<file path="config.mk">
export PLATFORM = sky130hd
export DESIGN_NAME = spi_burst_master
export DESIGN_NICKNAME = d
export VERILOG_FILES = /design/src/rtl/spi_burst_master.sv
export SDC_FILE = /design/constraint.sdc
export NUM_CORES = 1
export LEC_CHECK = 0
export BUFFER_PORTS_ARGS = -buffer_cell sky130_fd_sc_hd__buf_2
export CAP_MARGIN = 15
export CORE_MARGIN = 4
export CORE_UTILIZATION = 51
export DETAILED_ROUTE_END_ITERATION = 8
export GPL_TIMING_DRIVEN = 0
export PLACE_DENSITY = 0.79
export REMOVE_ABC_BUFFERS = 1
export SLEW_MARGIN = 15
export SYNTH_ARGS = -nofsm -noshare
export SYNTH_HDL_FRONTEND = slang
export SYNTH_SLANG_ARGS = --single-unit
</file>
<file path="constraint.sdc">
create_clock -name CLK -period 5.23 [get_ports CLK]
set_input_delay 1.046 -clock CLK [delete_from_list [all_inputs] [get_ports CLK]]
set_output_delay 1.046 -clock CLK [all_outputs]
set_load 0.02 [all_outputs]
</file>
<file path="src/rtl/spi_burst_master.sv">
// spi_burst_master: kick-driven, chip-select-framed SPI transfer engine (CPHA=0,
// selectable CPOL). Shifts 1..DATA_WIDTH bits MSB first and returns the received
// word right-justified with a one-cycle RX_VALID strobe.
//
// Kick/busy handshake: a transfer starts when KICK is seen high in IDLE while its
// registered copy (kick_r) is low, i.e. on a rising edge only. BUSY rises the
// following cycle and stays high for exactly (2N+2)*H cycles. Kicks arriving while
// BUSY is high are ignored. RX_VALID pulses in the first IDLE cycle, which is also
// the earliest cycle a new kick edge is accepted.
module spi_burst_master #(
  parameter int DATA_WIDTH = 32,
  parameter int DIV_WIDTH  = 8
) (
  input  logic                        CLK,
  input  logic                        RESET,
  input  logic                        KICK,
  output logic                        BUSY,
  input  logic [DATA_WIDTH-1:0]       TX_DATA,
  input  logic [$clog2(DATA_WIDTH):0] BIT_COUNT,
  input  logic [DIV_WIDTH-1:0]        CLK_DIV,
  input  logic                        CPOL,
  output logic [DATA_WIDTH-1:0]       RX_DATA,
  output logic                        RX_VALID,
  output logic                        SPI_SCLK,
  output logic                        SPI_CS_N,
  output logic                        SPI_MOSI,
  input  logic                        SPI_MISO
);

  localparam int CNT_W  = $clog2(DATA_WIDTH) + 1;
  // Edge counter must reach 2N without wrapping.
  localparam int EDGE_W = CNT_W + 1;

  typedef enum logic [1:0] {
    ST_IDLE  = 2'd0,
    ST_SETUP = 2'd1,
    ST_SHIFT = 2'd2,
    ST_GAP   = 2'd3
  } state_t;

  state_t                state_q, state_d;
  logic                  kick_r_q, kick_r_d;
  logic [DIV_WIDTH-1:0]  hcnt_q, hcnt_d;
  logic [EDGE_W-1:0]     edge_q, edge_d;
  logic [CNT_W-1:0]      n_q, n_d;
  logic [DIV_WIDTH-1:0]  h_q, h_d;
  logic                  cpol_q, cpol_d;
  logic [DATA_WIDTH-1:0] tx_sh_q, tx_sh_d;
  logic [DATA_WIDTH-1:0] rx_sh_q, rx_sh_d;
  logic                  busy_q, busy_d;
  logic                  cs_n_q, cs_n_d;
  logic                  sclk_q, sclk_d;
  logic                  mosi_q, mosi_d;
  logic                  rx_valid_q, rx_valid_d;
  logic [DATA_WIDTH-1:0] rx_data_q, rx_data_d;

  logic                  kick_start;
  logic                  half_done;
  logic [EDGE_W-1:0]     edges_total;
  logic [CNT_W-1:0]      n_eff;
  logic [DIV_WIDTH-1:0]  h_eff;
  logic [DATA_WIDTH-1:0] tx_aligned;

  // Shared decode: kick edge, half-period boundary, and the values latched at kick.
  always_comb begin
    kick_start  = (state_q == ST_IDLE) && KICK && !kick_r_q;
    half_done   = (hcnt_q == (h_q - DIV_WIDTH'(1)));
    edges_total = {n_q, 1'b0};
    n_eff       = BIT_COUNT;
    if ((BIT_COUNT == '0) || (BIT_COUNT > CNT_W'(DATA_WIDTH))) begin
      n_eff = CNT_W'(DATA_WIDTH);
    end
    h_eff = (CLK_DIV == '0) ? DIV_WIDTH'(1) : CLK_DIV;
    // Left-align the word so the current MOSI bit is always the shifter's MSB.
    tx_aligned = TX_DATA << (CNT_W'(DATA_WIDTH) - n_eff);
  end

  // State and datapath registers with synchronous active-high reset.
  always_ff @(posedge CLK) begin
    if (RESET) begin
      state_q    <= ST_IDLE;
      kick_r_q   <= 1'b0;
      hcnt_q     <= '0;
      edge_q     <= '0;
      n_q        <= CNT_W'(DATA_WIDTH);
      h_q        <= DIV_WIDTH'(1);
      cpol_q     <= 1'b0;
      tx_sh_q    <= '0;
      rx_sh_q    <= '0;
      busy_q     <= 1'b0;
      cs_n_q     <= 1'b1;
      sclk_q     <= 1'b0;
      mosi_q     <= 1'b0;
      rx_valid_q <= 1'b0;
      rx_data_q  <= '0;
    end else begin
      state_q    <= state_d;
      kick_r_q   <= kick_r_d;
      hcnt_q     <= hcnt_d;
      edge_q     <= edge_d;
      n_q        <= n_d;
      h_q        <= h_d;
      cpol_q     <= cpol_d;
      tx_sh_q    <= tx_sh_d;
      rx_sh_q    <= rx_sh_d;
      busy_q     <= busy_d;
      cs_n_q     <= cs_n_d;
      sclk_q     <= sclk_d;
      mosi_q     <= mosi_d;
      rx_valid_q <= rx_valid_d;
      rx_data_q  <= rx_data_d;
    end
  end

  // Next-state decode: each phase ends on a half-period boundary.
  always_comb begin
    state_d = state_q;
    case (state_q)
      ST_IDLE:  if (kick_start) state_d = ST_SETUP;
      ST_SETUP: if (half_done) state_d = ST_SHIFT;
      ST_SHIFT: if (half_done && (edge_q == edges_total)) state_d = ST_GAP;
      ST_GAP:   if (half_done) state_d = ST_IDLE;
      default:  state_d = ST_IDLE;
    endcase
  end

  // Output and datapath decode: SCLK edges, MOSI shifting, MISO sampling, strobe.
  always_comb begin
    kick_r_d   = KICK;
    hcnt_d     = half_done ? '0 : (hcnt_q + DIV_WIDTH'(1));
    edge_d     = edge_q;
    n_d        = n_q;
    h_d        = h_q;
    cpol_d     = cpol_q;
    tx_sh_d    = tx_sh_q;
    rx_sh_d    = rx_sh_q;
    busy_d     = busy_q;
    cs_n_d     = cs_n_q;
    sclk_d     = sclk_q;
    mosi_d     = mosi_q;
    rx_valid_d = 1'b0;
    rx_data_d  = rx_data_q;

    case (state_q)
      ST_IDLE: begin
        hcnt_d = '0;
        busy_d = 1'b0;
        cs_n_d = 1'b1;
        mosi_d = 1'b0;
        sclk_d = CPOL;
        if (kick_start) begin
          busy_d  = 1'b1;
          cs_n_d  = 1'b0;
          n_d     = n_eff;
          h_d     = h_eff;
          cpol_d  = CPOL;
          tx_sh_d = tx_aligned;
          mosi_d  = tx_aligned[DATA_WIDTH-1];
          rx_sh_d = '0;
          edge_d  = '0;
        end
      end

      ST_SETUP: begin
        // End of setup: first leading edge, sample the first MISO bit.
        if (half_done) begin
          sclk_d  = ~cpol_q;
          rx_sh_d = {rx_sh_q[DATA_WIDTH-2:0], SPI_MISO};
          edge_d  = EDGE_W'(1);
        end
      end

      ST_SHIFT: begin
        if (half_done) begin
          if (edge_q == edges_total) begin
            // CS hold half-period done: release chip select.
            cs_n_d = 1'b1;
            mosi_d = 1'b0;
          end else if (edge_q[0]) begin
            // Trailing edge; MOSI moves on unless this was the last bit.
            sclk_d = cpol_q;
            if (edge_q != (edges_total - EDGE_W'(1))) begin
              tx_sh_d = tx_sh_q << 1;
              mosi_d  = tx_sh_q[DATA_WIDTH-2];
            end
            edge_d = edge_q + EDGE_W'(1);
          end else begin
            // Leading edge; capture MISO as it is before SCLK changes.
            sclk_d  = ~cpol_q;
            rx_sh_d = {rx_sh_q[DATA_WIDTH-2:0], SPI_MISO};
            edge_d  = edge_q + EDGE_W'(1);
          end
        end
      end

      ST_GAP: begin
        sclk_d = cpol_q;
        if (half_done) begin
          busy_d     = 1'b0;
          rx_valid_d = 1'b1;
          rx_data_d  = rx_sh_q;
        end
      end

      default: begin
        busy_d = 1'b0;
        cs_n_d = 1'b1;
      end
    endcase
  end

  assign BUSY     = busy_q;
  assign RX_DATA  = rx_data_q;
  assign RX_VALID = rx_valid_q;
  assign SPI_SCLK = sclk_q;
  assign SPI_CS_N = cs_n_q;
  assign SPI_MOSI = mosi_q;

endmodule

</file>
==> metrics.txt <==
status=finished, final reports clean; cts hold-fix bufs=0; Main synth FF type=dfxtp_1; initial antenna violation count=0; Mapped Cells=approximately 900; Final WS setup=0.5366 ns; Seq cells post-synth=~130; DIE WIDTH=approximately 130 um; Fin Clk Skew=a little over 0.008 ns; Routed Antenna Nets=0; HPWL Detailed=roughly 13000 um; I/O Buffers=a little under 90; H-tree depth=4; max-cap violations=0; RSZ-0062 raised after global routing=no; gpl congestion=between 0.9 and 1; Final TNS setup=0 ns; Yosys cell types=65; Tightest Pin Transition=about 1.1 ns; maximum clock rate=between 0.2 and 0.25 GHz; Clock Sink Count=133; EDFF count, synth=0; Cell Area, Synth=around 7400 um2; Post-CTS Resized=0; placed cells=1107; latest clock arrival within the worst-skew pair=approximately 0.42 ns; minimum clock period=around 4.7 ns; Longest Clk Path Bufs=2; power after layout=3.666 mW; Critical Path Start=BIT_COUNT[5]; share of layout cells above drive strength 1=0.1781; fraction of registers with async set/reset=0; Final Hold Fails=0; I/O Pins=88; nets=between 1000 and 1500; WL/cell=around 17 um; Pwr Density=426.0 nW/um2; WP data arrival=approximately 5.0 ns; CP Class=input port to register; Worst setup EP type=register; Core Area=14100 um2; Rel. slew slack=0.2957; drt total wl=19180 um; RR Startpoint=h_q[2]; Place WS=between 0.15 and 0.2 ns; Ant. Diodes=0; CTS tree=yes; CP Max Fanout=43; gr usage total=0.2322; floorplan row count=43; router iterations before antenna repair=5; clock transition at the registers of the reported paths=approximately 0.060 ns; Die Ht=128.8 um; HP Start=RX_DATA[27]; first-pass GRT wire length=31660 um; Via Count=between 6000 and 7000; Post-CTS Setup Inserts=0; 1st-iter DRT viols=about 700; maximum vdd drop=0.2589 mV; post-synthesis area per instance=8.247 um2; Max Slew Vio Count=0; Setup violations, final=0; largest net degree at the start of global routing=73; Final Cycle Share=0.8974; startpoint types=input port; post-route cell area=between 8000 and 9000 um2; total CTS buffers=17; die area=around 17000 um2; Post-route DRC=0; vias in the first global route=6542; Root Driver=clkbuf_16; synth warn=0; sequential share of the synthesized area=0.3579; hold crit path type=register to register; WP data required=between 5 and 6 ns; Overflow after GRT=0; DR vias/cell=around 6.1; Initial Util=0.5277; LEAKAGE=3.226 nW; Layout area overhead=15.69%; dpl cell area=8001 um2; fin cells=between 1000 and 1500
==> cells by family (layout without fill, tap and decap cells) <==
| family | after synthesis | in the layout | share of synthesized area |
|---|---|---|---|
| and+or+nand+nor | 353 | 353 | 0.2111 |
| AOI/OAI and AO/OA | 227 | 227 | 0.2015 |
| DFF | 133 | 133 | 0.3579 |
| buffers and inverters | 84 | 142 | 0.04811 |
| muxes | 69 | 69 | 0.1344 |
| xor gates and xnor gates | 27 | 27 | 0.03179 |
| adders and majority gates | 9 | 9 | 0.01514 |
==> cell type report <==
class	instances	area (um2)
Multi-Input combinational cell	685	4474
Tap cell	180	225.2
Clock inverter	11	126.4
Sequential cell	133	2663
Inverter	14	52.55
Clock buffer	21	460.4
Fill cell	1241	5490
Timing Repair Buffer	96	604.3
==> power by group <==
group / switching [mW] / leakage [nW] / internal [mW] / total [mW]
Clock: 0.452 / 0.276 / 0.728 / 1.18
Sequential: 0.0719 / 1.08 / 1.12 / 1.19
Combinational: 0.841 / 1.87 / 0.454 / 1.29
Total: 1.36 / 3.23 / 2.30 / 3.67
==> metrics by stage <==
stage / utilization / hold slack (ns)
global route: 0.6105 / 0.4676
detailed placement: 0.5676 / 0.4437
finish: 0.6105 / 0.4497
CTS: 0.6093 / 0.4509
global placement: 0.5529 / 0.4372
floorplan: - / 0.4217
==> critical path: stages <==
cell and delay (ns):
buf_2 0.17, nor2b_4 0.40, clkinv_1 0.55, ha_2 1.09, mux2_2 0.42, a21oi_1 0.23, nor2_1 0.07, a21oi_1 0.33
nand2_1 0.14, a31oi_1 0.22, nor3_1 0.07, a211o_1 0.25
==> worst paths after layout <==
check	cells after the start	end	slack, ns
setup / recovery	12	tx_sh_q[30]	0.54
hold / removal	2	RX_DATA[27]	0.45
setup reg to reg	8	tx_sh_q[30]	1.09
hold reg to reg	2	RX_DATA[27]	0.45
==> synthesized netlist by cell type (5+ instances only) <==
cell type    n  area [um2]
a21oi_1    102       510.5
o221ai_1     5       43.79
a221oi_1    11       96.34
dfxtp_1    133        2663
a311oi_1     6       52.55
nor2b_1      6       37.54
or3_1        5       31.28
nand2b_1     8       50.05
inv_1       13       48.80
a211oi_1    20       150.1
nand3_1     49       245.2
a22oi_1     11       82.58
mux4_2      24       540.5
ha_1         9       112.6
nand2_1    162       608.1
mux2i_1     38       380.4
o21ai_0     19       95.09
o211ai_1     6       45.04
mux2_2       7       78.83
xnor2_1     15       131.4
and2_1       5       31.28
o2bb2ai_1    6       52.55
buf_2        7       35.03
clkbuf_1    56       210.2
xor2_1      12       105.1
and3_1       8       50.05
nor2_1      63       236.5
nor3_1      28       140.1
==> state kept, by name (all words and copies together), names as in the netlist, 2 cells and up <==
name and flops:
hcnt_q 8, RX_DATA 32, n_q 6, rx_sh_q 32, h_q 8, edge_q 7, tx_sh_q 31, state_q 2
==> cells in the final DEF (no fill, tap or decap), drive strengths merged, types with 21 or more instances in the layout <==
| cell | netlist | routed |
|---|---|---|
| a21oi | 102 | 102 |
| mux2i | 38 | 38 |
| dfxtp | 133 | 133 |
| nand3 | 49 | 49 |
| nand2 | 162 | 162 |
| nor2 | 63 | 63 |
| clkbuf | 56 | 21 |
| buf | 14 | 96 |
| mux4 | 24 | 24 |
| nor3 | 28 | 28 |
==> per-layer routing <==
metal | track usage | wire [um] | vias up
met5 | 0 | 0 | -
met1 | 0.3028 | 8260 | 3319
met2 | 0.3762 | 9212 | 223
met4 | 0.09512 | 628 | 0
li1 | - | - | 3366
met3 | 0.04815 | 1079 | 65
Power figures use the tool's default switching activity.
